**src/rtl/mmu_seq_pkg.sv**
```systemverilog
// Shared types and constants for the 2x2 systolic matrix-unit sequencer:
// state encoding, operand-select codes and the skewed feed schedule.
package mmu_seq_pkg;

  typedef enum logic [2:0] {
    ST_IDLE  = 3'd0,
    ST_LOAD  = 3'd1,
    ST_CLEAR = 3'd2,
    ST_FEED  = 3'd3,
    ST_FLUSH = 3'd4,
    ST_OUT   = 3'd5
  } state_t;

  localparam logic [1:0] SEL_ZERO = 2'b00;
  localparam logic [1:0] SEL_K0   = 2'b01;
  localparam logic [1:0] SEL_K1   = 2'b10;

  localparam int NUM_OPERANDS = 8;
  localparam int FEED_CYCLES  = 3;

  typedef struct packed {
    logic [1:0] a0;
    logic [1:0] a1;
    logic [1:0] b0;
    logic [1:0] b1;
  } sel_t;

  localparam sel_t SEL_IDLE = '{SEL_ZERO, SEL_ZERO, SEL_ZERO, SEL_ZERO};

  // Skewed schedule: row/column 1 lags row/column 0 by one cycle.
  function automatic sel_t feed_sel(input logic [1:0] f);
    sel_t s;
    s = SEL_IDLE;
    case (f)
      2'd0:    s = '{a0: SEL_K0,   a1: SEL_ZERO, b0: SEL_K0,   b1: SEL_ZERO};
      2'd1:    s = '{a0: SEL_K1,   a1: SEL_K0,   b0: SEL_K1,   b1: SEL_K0};
      2'd2:    s = '{a0: SEL_ZERO, a1: SEL_K1,   b0: SEL_ZERO, b1: SEL_K1};
      default: s = SEL_IDLE;
    endcase
    return s;
  endfunction

endpackage

```
**src/rtl/mmu_sequencer_result_serializer.sv**
```systemverilog
// Holds the four captured accumulations and streams them out over a
// ready/valid byte port. MMU_SEQ_SAT8_EN selects one clamped byte per result.
module result_serializer #(
  parameter int ACC_W = 16
) (
  input  logic             clk,
  input  logic             rst_n,
  input  logic             capture,
  input  logic             out_ready,
  input  logic [ACC_W-1:0] c00,
  input  logic [ACC_W-1:0] c01,
  input  logic [ACC_W-1:0] c10,
  input  logic [ACC_W-1:0] c11,
  output logic [7:0]       data_out,
  output logic             out_valid,
  output logic             done,
  output logic             last_accepted
);

`ifdef MMU_SEQ_SAT8_EN
  localparam logic [2:0] LAST_IDX = 3'd3;
  localparam logic signed [ACC_W-1:0] MAX8 = 127;
  localparam logic signed [ACC_W-1:0] MIN8 = -128;

  function automatic logic [7:0] sat8(input logic signed [ACC_W-1:0] v);
    logic [7:0] r;
    if (v > MAX8)      r = 8'h7F;
    else if (v < MIN8) r = 8'h80;
    else               r = v[7:0];
    return r;
  endfunction
`else
  localparam logic [2:0] LAST_IDX = 3'd7;
`endif

  logic [ACC_W-1:0] hold [4];
  logic [2:0]       idx;
  logic [ACC_W-1:0] cur;

  always_ff @(posedge clk or negedge rst_n) begin
    if (!rst_n) begin
      for (int i = 0; i < 4; i++) hold[i] <= '0;
      idx       <= '0;
      out_valid <= 1'b0;
    end else if (capture) begin
      hold[0]   <= c00;
      hold[1]   <= c01;
      hold[2]   <= c10;
      hold[3]   <= c11;
      idx       <= '0;
      out_valid <= 1'b1;
    end else if (out_valid && out_ready) begin
      if (idx == LAST_IDX) begin
        out_valid <= 1'b0;
        idx       <= '0;
      end else begin
        idx <= idx + 3'd1;
      end
    end
  end

  // Output byte is a pure function of the holding registers and index.
  always_comb begin
    cur      = '0;
    data_out = '0;
`ifdef MMU_SEQ_SAT8_EN
    cur      = hold[idx[1:0]];
    data_out = sat8(cur);
`else
    cur      = hold[idx[2:1]];
    data_out = idx[0] ? cur[15:8] : cur[7:0];
`endif
  end

  assign done          = out_valid && (idx == LAST_IDX);
  assign last_accepted = done && out_ready;

endmodule

```
**src/rtl/mmu_sequencer.sv**
```systemverilog
// Transaction sequencer for the 2x2 systolic matrix unit: load, clear, skewed
// feed, flush, then serialized results. Optional MMU_SEQ_SAT8_EN: 8-bit clamped results.
module mmu_sequencer
  import mmu_seq_pkg::*;
#(
  parameter int FLUSH_CYCLES = 2,
  parameter int ACC_W        = 16
) (
  input  logic             clk,
  input  logic             rst_n,
  input  logic             load_en,
  input  logic             out_ready,
  input  logic [ACC_W-1:0] c00,
  input  logic [ACC_W-1:0] c01,
  input  logic [ACC_W-1:0] c10,
  input  logic [ACC_W-1:0] c11,
  output logic [2:0]       mem_addr,
  output logic             mem_we,
  output logic             clear,
  output logic [1:0]       a0_sel,
  output logic [1:0]       a1_sel,
  output logic [1:0]       b0_sel,
  output logic [1:0]       b1_sel,
  output logic [7:0]       data_out,
  output logic             out_valid,
  output logic             done,
  output logic             busy
);

  localparam int FLW = (FLUSH_CYCLES > 1) ? $clog2(FLUSH_CYCLES) : 1;

  state_t         state;
  logic [2:0]     lcnt;
  logic [1:0]     fcnt;
  logic [FLW-1:0] flcnt;
  sel_t           sel;
  logic           capture;
  logic           last_accepted;

  assign capture = (state == ST_FLUSH) && (flcnt == FLW'(FLUSH_CYCLES - 1));

  always_ff @(posedge clk or negedge rst_n) begin
    if (!rst_n) begin
      state <= ST_IDLE;
      lcnt  <= '0;
      fcnt  <= '0;
      flcnt <= '0;
      clear <= 1'b0;
      sel   <= SEL_IDLE;
    end else begin
      clear <= 1'b0;
      case (state)
        ST_IDLE: begin
          if (load_en) begin
            lcnt  <= lcnt + 3'd1;
            state <= ST_LOAD;
          end
        end
        ST_LOAD: begin
          // lcnt wraps 7 -> 0 on the final write, ready for the next transaction.
          if (load_en) begin
            lcnt <= lcnt + 3'd1;
            if (lcnt == 3'(NUM_OPERANDS - 1)) begin
              state <= ST_CLEAR;
              clear <= 1'b1;
            end
          end
        end
        ST_CLEAR: begin
          state <= ST_FEED;
          fcnt  <= '0;
          sel   <= feed_sel(2'd0);
        end
        ST_FEED: begin
          if (fcnt == 2'(FEED_CYCLES - 1)) begin
            state <= ST_FLUSH;
            flcnt <= '0;
            sel   <= SEL_IDLE;
          end else begin
            fcnt <= fcnt + 2'd1;
            sel  <= feed_sel(fcnt + 2'd1);
          end
        end
        ST_FLUSH: begin
          if (capture) state <= ST_OUT;
          else         flcnt <= flcnt + FLW'(1);
        end
        ST_OUT: begin
          if (last_accepted) state <= ST_IDLE;
        end
        default: state <= ST_IDLE;
      endcase
    end
  end

  assign mem_we   = load_en && ((state == ST_IDLE) || (state == ST_LOAD));
  assign mem_addr = lcnt;
  assign busy     = (state != ST_IDLE);
  assign a0_sel   = sel.a0;
  assign a1_sel   = sel.a1;
  assign b0_sel   = sel.b0;
  assign b1_sel   = sel.b1;

  result_serializer #(.ACC_W(ACC_W)) u_ser (
    .clk           (clk),
    .rst_n         (rst_n),
    .capture       (capture),
    .out_ready     (out_ready),
    .c00           (c00),
    .c01           (c01),
    .c10           (c10),
    .c11           (c11),
    .data_out      (data_out),
    .out_valid     (out_valid),
    .done          (done),
    .last_accepted (last_accepted)
  );

endmodule

```
**config.mk**
```make
export PLATFORM = sky130hd
export DESIGN_NAME = mmu_sequencer
export DESIGN_NICKNAME = d
export VERILOG_FILES = /design/src/rtl/mmu_seq_pkg.sv /design/src/rtl/mmu_sequencer_result_serializer.sv /design/src/rtl/mmu_sequencer.sv
export SDC_FILE = /design/constraint.sdc
export NUM_CORES = 1
export LEC_CHECK = 0
export ABC_AREA = 1
export CAP_MARGIN = 20
export CORE_ASPECT_RATIO = 1.1
export CORE_MARGIN = 1
export CORE_UTILIZATION = 50
export CTS_BUF_LIST = sky130_fd_sc_hd__clkbuf_4 sky130_fd_sc_hd__clkbuf_8 sky130_fd_sc_hd__clkbuf_16
export DETAILED_ROUTE_END_ITERATION = 8
export GPL_TIMING_DRIVEN = 0
export PLACE_DENSITY = 0.79
export SYNTH_ARGS = -nofsm -noshare
export SYNTH_HDL_FRONTEND = slang
export SYNTH_SLANG_ARGS = --single-unit
```
**constraint.sdc**
```tcl
create_clock -name clk -period 1.9 [get_ports clk]
set_input_delay 0.19 -clock clk [delete_from_list [all_inputs] [get_ports clk]]
set_output_delay 0.19 -clock clk [all_outputs]
set_load 0.02 [all_outputs]
```
# == Word level (Yosys, flattened, before mapping) ==
# Cells that the tools add are included.
# word_totals
ff_bits,86
elab_cells,86
out_inout_bits,24
input_bits,68
# classes
reduce_logical,19
n_addsub,4
eq_ne,18
bitwise,1
n_mux,28
n_lt_le_gt_ge,1
# op_table
operator,count
binary-select mux 16 bit (select 2 bit),1
two-way mux 16 bit,2
two-way mux 3 bit,9
case mux 8 bit (3 select lines),1
case mux 3 bit (6 select lines),1
two-way mux 8 bit,2
inequality test 2 bit (second input constant),8
case mux 8 bit (2 select lines),1
equality test 3 bit (second input constant),4
two-way mux 1 bit,8
nonzero test 2 bit,4
adder 3 x 1 -> 3 bit (second input constant),2
equality test 3 x 2 -> 1 bit (second input constant),2
AND reduction 2 bit,3
AND reduction 6 bit,1
logical AND 1 bit,5
equality test 2 bit (second input constant),2
case mux 2 bit (2 select lines),1
equality test 3 x 1 -> 1 bit (second input constant),1
greater-or-equal comparator 3 bit (second input constant),1
logical NOT 3 bit,1
NOT 2 -> 3 bit,1
AND reduction 3 bit,1
nonzero test 3 bit,1
8 further kinds,8

# == Depth between registers and ports, before layout ==
# depth
ltp_word,5
depth_mapped,8
mapped_depth_nobuf,8

# == Cells and area by module ==
# Synthesis repeated with hierarchy kept, for this count alone.
# hier_totals
cells_unflattened,528
hier_area_um2,4113.9
# modules_own_cells
mod,cells_each,seq_area_each_um2,instances,area_each_um2
result_serializer,442,1701.6,1,3387.0
mmu_sequencer,86,325.3,1,726.9

# == Least setup slack after synthesis ==
# OpenSTA, ideal clock, no wires.
# synth_timing
path_kind,reg2reg
startpoint,register lcnt[0] (netlist: mem_addr[0])
endpoint,register state[0]
stages_incl_launch_ff,9
slack_ns,0.508
path_buffers,0
required_ns,1.779
synth_period_minus_slack_ns,1.392
setup_ns,0.121
arrival_time_ns,1.271
path_cell_list,dfrtp_1 ha_1 ha_1 nand2_1 nand2_1 nor2_2 inv_1 nand3_1 nand2_1
# synth_between
elab_chain_cells,3
# synth_lines
item,line,rtl
from (decl),mmu_sequencer.sv:33,logic [2:0] lcnt;
from (signal assigned),mmu_sequencer.sv:55,lcnt <= lcnt + 3'd1;
from (signal assigned),mmu_sequencer.sv:62,lcnt <= lcnt + 3'd1;
equality test 3 bit,mmu_sequencer.sv:63,if (lcnt == 3'(NUM_OPERANDS - 1)) begin
inequality test 2 bit (no line),--,
AND reduction 6 bit (no line),--,
to (signal assigned),mmu_sequencer.sv:64,state <= ST_CLEAR;
to (signal assigned),mmu_sequencer.sv:70,state <= ST_FEED;
to (signal assigned),mmu_sequencer.sv:76,state <= ST_FLUSH;
to (decl),mmu_sequencer.sv:32,state_t state;
# Every way passes these cells.
# A chain may end at the register's enable or synchronous reset.

# == Worst setup path in the final report ==
# layout_timing
startpoint,register u_ser.idx[1]
endpoint,output port data_out[0]
# layout_between
elab_chain_cells,5
# layout_lines
item,line,rtl
from (decl),mmu_sequencer_result_serializer.sv:37,logic [2:0] idx;
from (signal assigned),mmu_sequencer_result_serializer.sv:57,idx <= idx + 3'd1;
NOT 2 -> 3 bit (not written as such),mmu_sequencer_result_serializer.sv:70,cur = hold[idx[2:1]];
binary-select mux 16 bit (select 2 bit),mmu_sequencer_result_serializer.sv:70,
two-way mux 16 bit (not written as such) (2 in series),mmu_sequencer_result_serializer.sv:70,
two-way mux 8 bit,mmu_sequencer_result_serializer.sv:71,data_out = idx[0] ? cur[15:8] : cur[7:0];
to (decl),mmu_sequencer.sv:24,"output logic [7:0] data_out,"
# Every way passes these cells. The select of a mux whose other input is x is not followed.

==> results.json <==
{
  "cts_buffers": 9,
  "nNetsFinal": 700,
  "grt_max_degree": 48,
  "synth_edf_count": 0,
  "status": "complete, no violations",
  "dpl.hpwl_um": 7600,
  "start_kind": "register",
  "areaGrowthSynthToFinish_pct": 32.9,
  "rsz0062_at_grt": "yes",
  "ctsRootBufferMaster": "clkbuf_8",
  "h-tree-depth": 3,
  "synth_ff_type": "dfrtp_1",
  "reg2reg_slack_ps": 250,
  "yosysSeqAreaShare_pct": 49.2,
  "max_cap_violations": 0,
  "cts_buffer_depth": 2,
  "r2r_cells": 9,
  "worstSetupPathType": "register to output port",
  "cp.arrival_ps": 1700,
  "path_max_fanout": 7,
  "grt_use_met3_pct": 7.82,
  "drt-initial-drc-count": 225,
  "clk_pin_slew_worst_paths_ps": 80,
  "power_leakage_nw": 2.83,
  "period_share_pct": 99.5,
  "rows": 34,
  "grt_use_met1_pct": 33.3,
  "cp_cell_sequence": "buf_4, nor2_1, nor2_1, o21ai_1, o21ai_1, nand2_1, nand2_1, buf_2",
  "yosys.area.top_type": "dfrtp_1",
  "layout.cells.non_filler": 737,
  "drc": 0,
  "start_util_pct": 51.8,
  "clock-sinks": 81,
  "dr.pass1.iters": 5,
  "drive_above_1_share_pct": 15.6,
  "dieHeight_um": 97.2,
  "synth_seq_cells": 81,
  "synth_area_leaders": "dfrtp_1 49%, nand2_1 11%, inv_1 7.7%",
  "fin_worst_skew_ps": 8.33,
  "clk_latency_ps": 350,
  "worst_pin_slew_ps": 476,
  "design_area_um2": 5470,
  "maxSlewViolCount": 0,
  "num_vias": 3737,
  "power_density_nw_per_um2": 1580,
  "hold_viol": 0,
  "die_area_um2": 8610,
  "synth_cells": 517,
  "period_minus_slack_ps": 1890,
  "diodes": 0,
  "syn_area_um2": 4120,
  "via_per_inst": 5.07,
  "place_area_um2": 5190,
  "coreArea_um2": 7960,
  "grt_pass1_vias": 3801,
  "worstPathRequired_ps": 1710,
  "ant_nets": 0,
  "max_freq_mhz": 529,
  "finalWirelength_um": 10200,
  "fp.dieW_um": 88.6,
  "track_usage_pct": 25.8,
  "antenna_found_initial": 0,
  "use_met2_pct": 42.4,
  "yosysTopAreaCellShare_pct": 49.2,
  "grt_pass1_wl_um": 17200,
  "io_buffers": 91,
  "cts_tree": "built",
  "grt_overflow_total": 0,
  "yosys.cell_types.count": 25,
  "slew_headroom_pct": 68.3,
  "fill_cells": 661,
  "slowest_stage": "dfrtp_2",
  "wl_per_cell_um": 13.8,
  "syn_area_per_cell_um2": 7.97,
  "syn_nets": 593,
  "yosys_warnings": 0,
  "pin_count": 92,
  "hold_path_class": "input pin to asynchronous set/reset pin",
  "grt_busiest_layer": "met2",
  "critical_path.max_stage_delay_ps": 480,
  "ir_drop_uv": 830,
  "async_reset_ff_share_pct": 100,
  "dp_cells": 717,
  "setup_viol": 0,
  "endpoint_kind": "output port",
  "gp_congestion": 0.863
}
## where the power goes
group          leakage, nW  switching (mW)  internal [mW]  total [mW]
logic                 1.74            2.48           1.84        4.32
registers            0.993           0.623           2.55        3.18
clock network       0.0911           0.629          0.539        1.17
## through the flow
stage | setup slack [ps] | hold slack, ps | util [%] | power (mW) | TNS, ps
2_1_floorplan | 508 | -106 | - | 5.68 | 0
3_3_place_gp | -2120 | 462 | 64.9 | 7.11 | -173760
3_5_place_dp | -338 | 173 | 65.3 | 7.26 | -2220
4_1_cts | -64.4 | 339 | 68.1 | 8.41 | -127
5_1_grt | -78.4 | 364 | 68.8 | 9.34 | -397
6_report | 9.80 | 327 | 68.8 | 8.66 | 0
## state kept, by name, summed over array words and instances, names as in the netlist
signal / cells
a0_sel: 1
state: 3
u_ser.out_valid: 1
a1_sel: 2
mem_addr: 3
u_ser.hold: 64
fcnt: 2
flcnt: 1
u_ser.idx: 3
clear: 1
## cell usage after synthesis, types with 7 or more instances
cell	instances
buf_2	7
buf_6	9
clkbuf_1	7
dfrtp_1	81
ha_1	8
inv_1	84
nand2_1	117
nand3_1	10
nor2_1	54
o21ai_0	53
o21ai_1	44
o21ai_2	20
## critical path, delay by kind of cell (launching register included)
kind / cells / cell delay (ps)
AND/OR/NAND/NOR: 4 / 310
flip-flops: 1 / 480
buffers and inverters: 2 / 360
AO/OA/AOI/OAI: 2 / 200
## layout by cell type, fill, tap and decap left out, types with 5 or more instances in the layout
cell	count
nand2_1	115
inv_1	82
dfrtp_1	79
clkdlybuf4s50_1	79
o21ai_1	57
nor2_1	50
o21ai_0	35
o21ai_2	25
buf_6	14
clkbuf_8	13
buf_4	12
buf_2	10
nand3_1	9
ha_1	7
nor2_2	5
## path summary, 6_finish.rpt
kind	from	to
max	u_ser.idx[1]$_DFFE_PN0P_	data_out[0]
min	rst_n	u_ser.hold[52]$_DFFE_PN0P_
max reg2reg	u_ser.idx[1]$_DFFE_PN0P_	state[0]$_DFFE_PN0P_
min reg2reg	u_ser.hold[23]$_DFFE_PN0P_	u_ser.hold[23]$_DFFE_PN0P_
max in group asynchronous	rst_n	u_ser.idx[2]$_DFFE_PN0P_
min in group clk	c11[10]	u_ser.hold[10]$_DFFE_PN0P_
## what timing repair did
item                                    in CTS  in global routing
endpoints found under the setup margin      10                 10
endpoints found under the hold margin       34                  0
hold buffers                                 1                  0
pin swaps                                    0                  0
buffers inserted                             2                  0
gates resized for setup                     59                 41
gates cloned                                 0                  1
## area by class of cell
type / count / area [um^2] / share of cell area, %
well taps: 108 / 135 / 2.47
plain buffers: 30 / 265 / 4.85
flip-flops and latches: 81 / 2030 / 37.1
clock inverters: 5 / 30.0 / 0.549
repair buffers: 96 / 933 / 17.1
inverters: 85 / 325 / 5.94
multi-input cells: 321 / 1600 / 29.3
clock buffers: 11 / 151 / 2.77
## cell families (layout without fill, tap and decap cells)
| family | after synthesis | in the layout | synth area share, % |
|---|---|---|---|
| xor gates and xnor gates | 1 | 1 | 0.213 |
| adders and majority gates | 8 | 8 | 2.43 |
| buffers and inverters | 115 | 227 | 12.9 |
| AOI/OAI and AO/OA | 125 | 125 | 17.3 |
| and+or+nand+nor | 187 | 187 | 18.0 |
| DFF | 81 | 81 | 49.2 |
## routing by layer
metal / vias up / wire length, um
met1: 1766 / 4320
met2: 142 / 4980
met4: 0 / 156
met3: 18 / 749
met5: - / 0
li1: 1811 / -
No activity file was read; power rests on OpenSTA's default activity.
